[config.mk]
export PLATFORM = sky130hd
export DESIGN_NAME = arith_control_unit_flat
export DESIGN_NICKNAME = d
export VERILOG_FILES = /design/src/rtl/arith_control_unit_if.sv /design/src/rtl/arith_control_unit.sv /design/src/flat_wrapper.sv
export SDC_FILE = /design/constraint.sdc
export NUM_CORES = 1
export LEC_CHECK = 0
export BUFFER_PORTS_ARGS = -buffer_cell sky130_fd_sc_hd__clkbuf_2
export CAP_MARGIN = 20
export CORE_MARGIN = 1
export CORE_UTILIZATION = 40
export CTS_CLUSTER_DIAMETER = 40
export CTS_CLUSTER_SIZE = 10
export DETAILED_ROUTE_END_ITERATION = 6
export PLACE_DENSITY = 0.81
export SYNTH_ARGS = -nofsm -noshare
export SYNTH_HDL_FRONTEND = slang
export SYNTH_SLANG_ARGS = --single-unit
export TNS_END_PERCENT = 5
[constraint.sdc]
create_clock -name clk -period 1.81 [get_ports clk]
set_clock_uncertainty 0.1 [all_clocks]
set_input_delay 0.181 -clock clk [delete_from_list [all_inputs] [get_ports clk]]
set_output_delay 0.181 -clock clk [all_outputs]
set_load 0.05 [all_outputs]
[src/rtl/arith_control_unit_if.sv]
// Bundle of handshake, status and control lines between the arithmetic
// sequencer and its requester/datapath. The master side issues requests and
// supplies the datapath flags. The slave side is the sequencer, which drives
// the control lines.
interface arith_control_unit_if;
  logic       start;
  logic [1:0] op_in;
  logic       cnt_ok;
  logic       q0;
  logic       qminus1;
  logic       a7;
  logic [1:0] op;
  logic       c0;
  logic       c1;
  logic       c2;
  logic       c3;
  logic       c4;
  logic       c5;
  logic       c6;
  logic       c7;
  logic       c8;
  logic       c9;
  logic       c10;
  logic       internal_rst;
  logic       busy;
  logic       done;

  modport master (
    output start, op_in, cnt_ok, q0, qminus1, a7,
    input  op, c0, c1, c2, c3, c4, c5, c6, c7, c8, c9, c10,
           internal_rst, busy, done
  );

  modport slave (
    input  start, op_in, cnt_ok, q0, qminus1, a7,
    output op, c0, c1, c2, c3, c4, c5, c6, c7, c8, c9, c10,
           internal_rst, busy, done
  );
endinterface

[src/rtl/arith_control_unit.sv]
// Sequencer for the 8-bit arithmetic datapath. It clears the datapath, loads
// X then Y from inbus, and runs one of three algorithms: single-step add/sub,
// radix-2 Booth multiply (8 iterations) or restoring divide (8 iterations).
// It then presents the result and pulses done.
// Optional feature: define ARITH_CTRL_STATE_DEBUG_EN to expose the raw state
// encoding on the state_dbg[3:0] port.
module arith_control_unit (
  input  logic                 clk,
  input  logic                 rst,
  arith_control_unit_if.slave  bus
`ifdef ARITH_CTRL_STATE_DEBUG_EN
  ,
  output logic [3:0]           state_dbg
`endif
);

  typedef enum logic [3:0] {
    IDLE      = 4'd0,
    INIT      = 4'd1,
    LOAD_X    = 4'd2,
    LOAD_Y    = 4'd3,
    ADDSUB    = 4'd4,
    MUL_TEST  = 4'd5,
    MUL_SHIFT = 4'd6,
    DIV_SHIFT = 4'd7,
    DIV_SUB   = 4'd8,
    DIV_TEST  = 4'd9,
    OUT       = 4'd10
  } state_t;

  state_t      state;
  logic [1:0]  op_reg;
  logic [10:0] ctrl;
  logic        internal_rst_c;
  logic        busy_c;
  logic        done_c;

  // State sequencing and operation latch. The iteration loops end on the
  // datapath's cnt_ok flag, which is read before this cycle's c5 increment.
  always_ff @(posedge clk or negedge rst) begin
    if (!rst) begin
      state  <= IDLE;
      op_reg <= 2'b00;
    end else begin
      case (state)
        IDLE: begin
          if (bus.start) begin
            op_reg <= bus.op_in;
            state  <= INIT;
          end
        end
        INIT:      state <= LOAD_X;
        LOAD_X:    state <= LOAD_Y;
        LOAD_Y: begin
          if (!op_reg[1])     state <= ADDSUB;
          else if (!op_reg[0]) state <= MUL_TEST;
          else                state <= DIV_SHIFT;
        end
        ADDSUB:    state <= OUT;
        MUL_TEST:  state <= MUL_SHIFT;
        MUL_SHIFT: state <= bus.cnt_ok ? OUT : MUL_TEST;
        DIV_SHIFT: state <= DIV_SUB;
        DIV_SUB:   state <= DIV_TEST;
        DIV_TEST:  state <= bus.cnt_ok ? OUT : DIV_SHIFT;
        OUT:       state <= IDLE;
        default:   state <= IDLE;
      endcase
    end
  end

  // Control decode from the state register and the datapath flags only, so
  // start and op_in never reach the control lines combinationally.
  always_comb begin
    ctrl           = '0;
    internal_rst_c = 1'b0;
    busy_c         = (state != IDLE);
    done_c         = 1'b0;
    case (state)
      INIT:   internal_rst_c = 1'b1;
      LOAD_X: ctrl[1] = 1'b1;
      LOAD_Y: ctrl[0] = 1'b1;
      ADDSUB: begin
        ctrl[2] = 1'b1;
        ctrl[3] = op_reg[0];
      end
      MUL_TEST: begin
        case ({bus.q0, bus.qminus1})
          2'b01: ctrl[2] = 1'b1;
          2'b10: begin
            ctrl[2] = 1'b1;
            ctrl[3] = 1'b1;
          end
          default: ctrl[2] = 1'b0;
        endcase
      end
      MUL_SHIFT: begin
        ctrl[4] = 1'b1;
        ctrl[5] = 1'b1;
        ctrl[6] = bus.a7;
      end
      DIV_SHIFT: ctrl[4] = 1'b1;
      DIV_SUB: begin
        ctrl[2] = 1'b1;
        ctrl[3] = 1'b1;
      end
      DIV_TEST: begin
        ctrl[5]  = 1'b1;
        ctrl[10] = 1'b1;
        if (bus.a7) ctrl[2] = 1'b1;
        else        ctrl[6] = 1'b1;
      end
      OUT: begin
        ctrl[7] = 1'b1;
        ctrl[8] = 1'b1;
        done_c  = 1'b1;
      end
      default: ctrl = '0;
    endcase
  end

  assign bus.op           = op_reg;
  assign bus.c0           = ctrl[0];
  assign bus.c1           = ctrl[1];
  assign bus.c2           = ctrl[2];
  assign bus.c3           = ctrl[3];
  assign bus.c4           = ctrl[4];
  assign bus.c5           = ctrl[5];
  assign bus.c6           = ctrl[6];
  assign bus.c7           = ctrl[7];
  assign bus.c8           = ctrl[8];
  assign bus.c9           = ctrl[9];
  assign bus.c10          = ctrl[10];
  assign bus.internal_rst = internal_rst_c;
  assign bus.busy         = busy_c;
  assign bus.done         = done_c;

`ifdef ARITH_CTRL_STATE_DEBUG_EN
  assign state_dbg = state;
`endif

endmodule

[src/flat_wrapper.sv]
// flat-port wrapper written by rule: the top's interface ports become plain ports
module arith_control_unit_flat 
  (clk, rst, bus_start, bus_op_in, bus_cnt_ok, bus_q0, bus_qminus1, bus_a7, bus_op, bus_c0, bus_c1, bus_c2, bus_c3, bus_c4, bus_c5, bus_c6, bus_c7, bus_c8, bus_c9, bus_c10, bus_internal_rst, bus_busy, bus_done);
  arith_control_unit_if bus_i ();
  input  logic clk;
  input  logic rst;
  input wire logic [$bits(bus_i.start)-1:0] bus_start;
  input wire logic [$bits(bus_i.op_in)-1:0] bus_op_in;
  input wire logic [$bits(bus_i.cnt_ok)-1:0] bus_cnt_ok;
  input wire logic [$bits(bus_i.q0)-1:0] bus_q0;
  input wire logic [$bits(bus_i.qminus1)-1:0] bus_qminus1;
  input wire logic [$bits(bus_i.a7)-1:0] bus_a7;
  output wire logic [$bits(bus_i.op)-1:0] bus_op;
  output wire logic [$bits(bus_i.c0)-1:0] bus_c0;
  output wire logic [$bits(bus_i.c1)-1:0] bus_c1;
  output wire logic [$bits(bus_i.c2)-1:0] bus_c2;
  output wire logic [$bits(bus_i.c3)-1:0] bus_c3;
  output wire logic [$bits(bus_i.c4)-1:0] bus_c4;
  output wire logic [$bits(bus_i.c5)-1:0] bus_c5;
  output wire logic [$bits(bus_i.c6)-1:0] bus_c6;
  output wire logic [$bits(bus_i.c7)-1:0] bus_c7;
  output wire logic [$bits(bus_i.c8)-1:0] bus_c8;
  output wire logic [$bits(bus_i.c9)-1:0] bus_c9;
  output wire logic [$bits(bus_i.c10)-1:0] bus_c10;
  output wire logic [$bits(bus_i.internal_rst)-1:0] bus_internal_rst;
  output wire logic [$bits(bus_i.busy)-1:0] bus_busy;
  output wire logic [$bits(bus_i.done)-1:0] bus_done;
  assign bus_i.start = bus_start;
  assign bus_i.op_in = bus_op_in;
  assign bus_i.cnt_ok = bus_cnt_ok;
  assign bus_i.q0 = bus_q0;
  assign bus_i.qminus1 = bus_qminus1;
  assign bus_i.a7 = bus_a7;
  assign bus_op = bus_i.op;
  assign bus_c0 = bus_i.c0;
  assign bus_c1 = bus_i.c1;
  assign bus_c2 = bus_i.c2;
  assign bus_c3 = bus_i.c3;
  assign bus_c4 = bus_i.c4;
  assign bus_c5 = bus_i.c5;
  assign bus_c6 = bus_i.c6;
  assign bus_c7 = bus_i.c7;
  assign bus_c8 = bus_i.c8;
  assign bus_c9 = bus_i.c9;
  assign bus_c10 = bus_i.c10;
  assign bus_internal_rst = bus_i.internal_rst;
  assign bus_busy = bus_i.busy;
  assign bus_done = bus_i.done;
  arith_control_unit u_core (.clk(clk), .rst(rst), .bus(bus_i));
endmodule
==> results_dict.tcl, run 1 <==
set metrics [dict create \
    fmax_mhz 547.1 \
    place_ws_ps 180.7 \
    fillers 126 \
    min_path_type "in2reg" \
    layout.nets 103 \
    cts_buffer_depth 2 \
    drive_above_1_share_pct 48.35 \
    setup_ws_ps -17.96 \
    ys_ff_latch 6 \
    overflow 0 \
    yosys-top-cells-count "6 x dfrtp_1, 6 x nand2b_1, 5 x a21oi_1, 5 x nor2_1, 5 x o21ai_0" \
    die_area_sq_um 1545 \
    coreArea_sq_um 1301 \
    drt_first_iter_violations 11 \
    synth_cell_types 33 \
    grt_usage_pct 20.98 \
    post_cts_buffers 0 \
    setup.worst_path.start_class "flip-flop" \
    place_inst 102 \
    slew_violations 0 \
    rows 13 \
    hold_viol_final 0 \
    timing.hold.ws_ps 73.43 \
    antenna_found_initial 0 \
    min_period_over_period_pct 101.0 \
    critPathKind "reg2out" \
    r2r_start "u_core.state[2]$_DFFE_PN0P_" \
    synth.top_cells.by_area "dfrtp_1 27%, nand2b_1 6.7%, a21oi_1 4.5%" \
    area_growth_pct 38.43 \
    avgViaCountPerCell 5.387 \
    ctsHtreeMaxLevel 1 \
    clkSlewWorstSetupHoldPaths_ps 50 \
    hpwl_mm 1.009 \
    peakVddDrop_mv 1.139 \
    ios 25 \
    powerDensity_nw_per_um2 2142 \
    startpoint "u_core.state[2]$_DFFE_PN0P_" \
    synthCells 68 \
    vias 571 \
    die_h_microns 39.31 \
    synth-edff-count 0 \
    worst-path-max-fanout 5 \
    yosys.area.top_type "dfrtp_1" \
    leakagePower_nw 0.3575 \
    cts_sinks 6 \
    wl_per_cell_microns 13.37 \
    p_total_mw 1.651 \
    die_w_microns 39.31 \
    port_buffers 23 \
    outcome "finished with violations" \
    gp_congestion 0.8040 \
    hold_start "bus_op_in[1]" \
    largest_reg_flops 4 \
    period_minus_slack_ps 1828 \
    ant_nets 0 \
    async_reset_ff_share_pct 100.0 \
    cts_tree "built" \
    crit_arrival_ps 1550 \
    end_kind "primary output" \
    cp.required_ps 1530 \
    syn_area_sq_um 556.8 \
    grt_pass1_wl_mm 2.166 \
    dr.pass1.iters 4 \
    drcViolationCount 0 \
    setup_viol 2 \
    routed_wl_mm 1.417 \
    diodes 0 \
    initial_core_util_pct 42.79 \
    violations "negative setup slack" \
    cts_buffers 3 \
    synth.top_cell.area_share_pct 26.97 \
    final_util_pct 59.23 \
    syn_nets 78 \
    avgSynthCellArea_sq_um 8.188 \
    grt_max_degree 18 \
    cts-root-buf "clkbuf_4" \
    rsz0062_at_grt "true" \
    reg2reg_slack_ps 260 \
    insertion_delay_ps 240 \
    synth-main-ff-cell "dfrtp_1" \
    ys_seq_area_share_pct 26.97 \
    grt_pass1_vias 510 \
    yosys_warnings 0 \
    max_cap_violations 0 \
    fin_cells 106 \
]
-- routing by layer --
| layer | wire (microns) | track usage [%] |
|---|---|---|
| met5 | 0 | 0 |
| met1 | 634 | 26.60 |
| met3 | 30 | 3.977 |
| met2 | 752 | 35.42 |
| met4 | 0 | 6.897 |
-- timing repair --
action                                  in CTS  in global routing
gates resized for setup                     10                  7
hold endpoints to repair                     6                  0
pin swaps                                    1                  0
endpoints found under the setup margin       5                  6
hold buffers                                 1                  0
-- worst max-delay path, cell delays in order (launching register included) --
cell      delay (ps)
dfrtp_1          400
nand2b_4         180
or3b_4           410
o21ai_4          150
buf_8            160
-- cell usage in the layout, fill, tap and decap left out, types with 2 or more instances in the layout --
cell       n
nand2_1    2
clkbuf_4   3
dfrtp_1    5
nand3b_1   2
nor2_1     4
nand2b_1   6
a21oi_1    4
buf_4      7
inv_1      2
mux2_2     2
buf_8      2
nor2b_1    2
clkbuf_2  18
nand3_1    2
o21ai_0    3
-- cells by family (layout without fill, tap and decap cells) --
kind of cell / Yosys count / in the layout / share of synthesized area, %
AO/OA/AOI/OAI: 17 / 17 / 19.78
flip-flops: 6 / 6 / 26.97
buffers and inverters: 11 / 34 / 12.58
AND/OR/NAND/NOR: 30 / 30 / 33.71
other: 1 / 1 / 0.6735
adder cells (fa/ha/maj): 1 / 1 / 2.247
multiplexers: 2 / 2 / 4.045
-- stage by stage --
stage	TNS, ps	area [sq um]
floorplan	-854.8	576.8
global placement	0	685.7
detailed placement	0	685.7
CTS	0	757.0
global route	-147.9	770.7
finish	-25.70	770.7
-- cell type report --
class                   count  area (sq um)  share of cell area (%)
clock buffers               3         22.52                   2.922
inverters                   2         7.507                  0.9740
multi-input cells          51         374.1                   48.54
flip-flops and latches      6         151.4                   19.64
well taps                  15         18.77                   2.435
repair buffers             29         196.4                   25.49
-- where the power goes --
group	switching (mW)	internal, mW
Combinational	0.809	0.442
Sequential	0.0723	0.203
Clock	0.0500	0.0752
Total	0.931	0.720
-- worst paths after layout --
kind,to,cells past startpoint
setup reg to reg,u_core.state[2]$_DFFE_PN0P_,4
max in group asynchronous,u_core.state[3]$_DFFE_PN0P_,2
min in group asynchronous,u_core.state[1]$_DFFE_PN0P_,2
hold reg to reg,u_core.bus.op[1]$_DFFE_PN0P_,1
setup / recovery,bus_c6,4
hold / removal,u_core.bus.op[1]$_DFFE_PN0P_,2
(Power assumes the default switching activity.)
==> run 2, diff against run 1 <==
--- a/config.mk
+++ b/config.mk
@@ -12,7 +12,9 @@
 export CTS_CLUSTER_DIAMETER = 40
 export CTS_CLUSTER_SIZE = 10
 export DETAILED_ROUTE_END_ITERATION = 6
+export GPL_TIMING_DRIVEN = 0
 export PLACE_DENSITY = 0.81
+export RECOVER_POWER = 50
 export SYNTH_ARGS = -nofsm -noshare
 export SYNTH_HDL_FRONTEND = slang
 export SYNTH_SLANG_ARGS = --single-unit
==> results_dict.tcl, run 2 (synthesis results as in run 1) <==
set metrics [dict create \
    worst-path-max-fanout 10 \
    p_switching_uw 945.9 \
    grt_pass1_vias 528 \
    clkPwrFrac_pct 6.8 \
    cts_buffer_depth 2 \
    overflow 0 \
    leakagePower_nw 0.3828 \
    setup_viol 5 \
    crit_arrival_ps 1660 \
    outcome "finished with violations" \
    period_minus_slack_ps 1938 \
    cts_sinks 6 \
    maxSlewHeadroom_pct 61.11 \
    largest_reg_flops 4 \
    hpwl_microns 911.7 \
    drive_above_1_share_pct 48.42 \
    max_cap_violations 0 \
    layout.nets 107 \
    cts_tree "built" \
    min_period_over_period_pct 107.1 \
    worst_path_max_delay_cell "dfrtp_1" \
    ant_nets 0 \
    drt_first_iter_violations 10 \
    cts_buffers 3 \
    die_area_sq_um 1545 \
    post_cts_buffers 0 \
    peakVddDrop_mv 1.064 \
    violations "negative setup slack" \
    wl_per_cell_microns 13.43 \
    max_stage_delay_ps 360 \
    final_cell_mix "9 x clkbuf_2, 7 x clkbuf_4, 5 x nand2b_1, 5 x buf_4, 5 x dfrtp_1" \
    powerDensity_nw_per_um2 2073 \
    p_int_uw 784.4 \
    die_h_microns 39.31 \
    clkSlewWorstSetupHoldPaths_ps 40 \
    fillers 121 \
    cts-root-buf "clkbuf_4" \
    coreArea_sq_um 1301 \
    setup_ws_ps -128.4 \
    ios 25 \
    ctsHtreeMaxLevel 1 \
    sw_frac_of_total_pct 54.67 \
    antenna_found_initial 0 \
    dr.pass1.iters 4 \
    grt_usage_pct 22.25 \
    slew_violations 0 \
    avgViaCountPerCell 5.409 \
    rows 13 \
    routed_wl_mm 1.477 \
    timing.hold.ws_ps 78.23 \
    min_path_type "in2reg" \
    final_common_cell "clkbuf_2" \
    grt_pass1_wl_mm 2.263 \
    vias 595 \
    critPathKind "reg2out" \
    place_ws_ps 60.81 \
    hold_viol_final 0 \
    worstMarginPinSlew_ps 585.8 \
    setup.worst_path.start_class "flip-flop" \
    fmax_mhz 515.9 \
    insertion_delay_ps 240 \
    die_w_microns 39.31 \
    diodes 0 \
    end_kind "primary output" \
    initial_core_util_pct 42.79 \
    grt_max_degree 11 \
    pwr-share-seq_pct 16.0 \
    rsz0062_at_grt "true" \
    port_buffers 23 \
    drcViolationCount 0 \
    gp_congestion 0.8400 \
    area_growth_pct 49.89 \
    comb_power_share_pct 77.2 \
    path_cells "buf_6 -> clkbuf_4 -> nand2_1 -> o21ai_0 -> a221oi_2 -> clkbuf_8" \
    cp.required_ps 1530 \
]
==> run 2: cell types whose count changed in the layout (fill, tap and decap cells not counted), sizes merged <==
cell,before,now
buf,9,13
==> run 2: worst max-delay path, delay by kind of cell, from the launching register on <==
kind                   cells  cell delay, ps
AND/OR/NAND/NOR            1              80
buffers and inverters      3             560
flip-flops                 1             360
AO/OA/AOI/OAI              2             400
==> run 2: area by class of cell <==
type | instances | area [sq um] | share of cell area [%]
timing repair buffer | 24 | 190.2 | 22.79
multi-input combinational | 51 | 374.1 | 44.83
inverter | 2 | 7.507 | 0.8996
sequential | 6 | 151.4 | 18.14
buffer | 9 | 70.07 | 8.396
tap | 15 | 18.77 | 2.249
clock buffer | 3 | 22.52 | 2.699
==> run 2: worst paths after layout <==
check	startpoint	endpoint	slack, ps	depth (start not counted)
min in group asynchronous	rst	u_core.state[3]$_DFFE_PN0P_	250	2
worst max register to register	u_core.state[3]$_DFFE_PN0P_	u_core.bus.op[0]$_DFFE_PN0P_	280	4
max in group asynchronous	rst	u_core.state[1]$_DFFE_PN0P_	1100	2
worst min-delay path	bus_op_in[1]	u_core.bus.op[1]$_DFFE_PN0P_	80	2
worst max-delay path	u_core.state[2]$_DFFE_PN0P_	bus_c2	-130	6
worst min register to register	u_core.bus.op[1]$_DFFE_PN0P_	u_core.bus.op[1]$_DFFE_PN0P_	480	1
==> run 2: routing by layer <==
| metal | vias to the layer above | GRT usage [%] | share of wire [%] | wire, microns |
|---|---|---|---|---|
| met2 | 17 | 37.08 | 54 | 791 |
| met4 | 0 | 7.759 | 2.2 | 33 |
| met1 | 284 | 26.76 | 39 | 579 |
| met5 | - | 0 | 0 | 0 |
| li1 | 290 | - | - | - |
| met3 | 4 | 6.818 | 4.9 | 73 |
==> run 2: timing repair <==
item / 4_1_cts / 5_1_grt
hold buffers: 1 / 0
resized for setup: 22 / 16
endpoints found under the setup margin: 12 / 12
endpoints found under the hold margin: 6 / 0
pin swaps: 1 / 1
==> run 2: power groups by stage <==
stage	Combinational [mW]	Clock (mW)	Sequential, mW
global route	1.43	0.131	0.285
CTS	1.29	0.121	0.275
detailed placement	1.18	0	0.271
floorplan	0.898	0	0.335
finish	1.34	0.118	0.276
global placement	1.17	0	0.268
==> run 2: per-stage QoR <==
step	TNS, ps	total power, mW	util [%]	instances	instance area [sq um]
CTS	-338.4	1.682	62.88	110	818.3
detailed placement	0	1.450	54.62	106	710.7
finish	-360.9	1.730	64.13	110	834.6
global route	-807.2	1.843	64.13	110	834.6
global placement	0	1.438	54.62	106	710.7
floorplan	-854.8	1.233	-	68	576.8
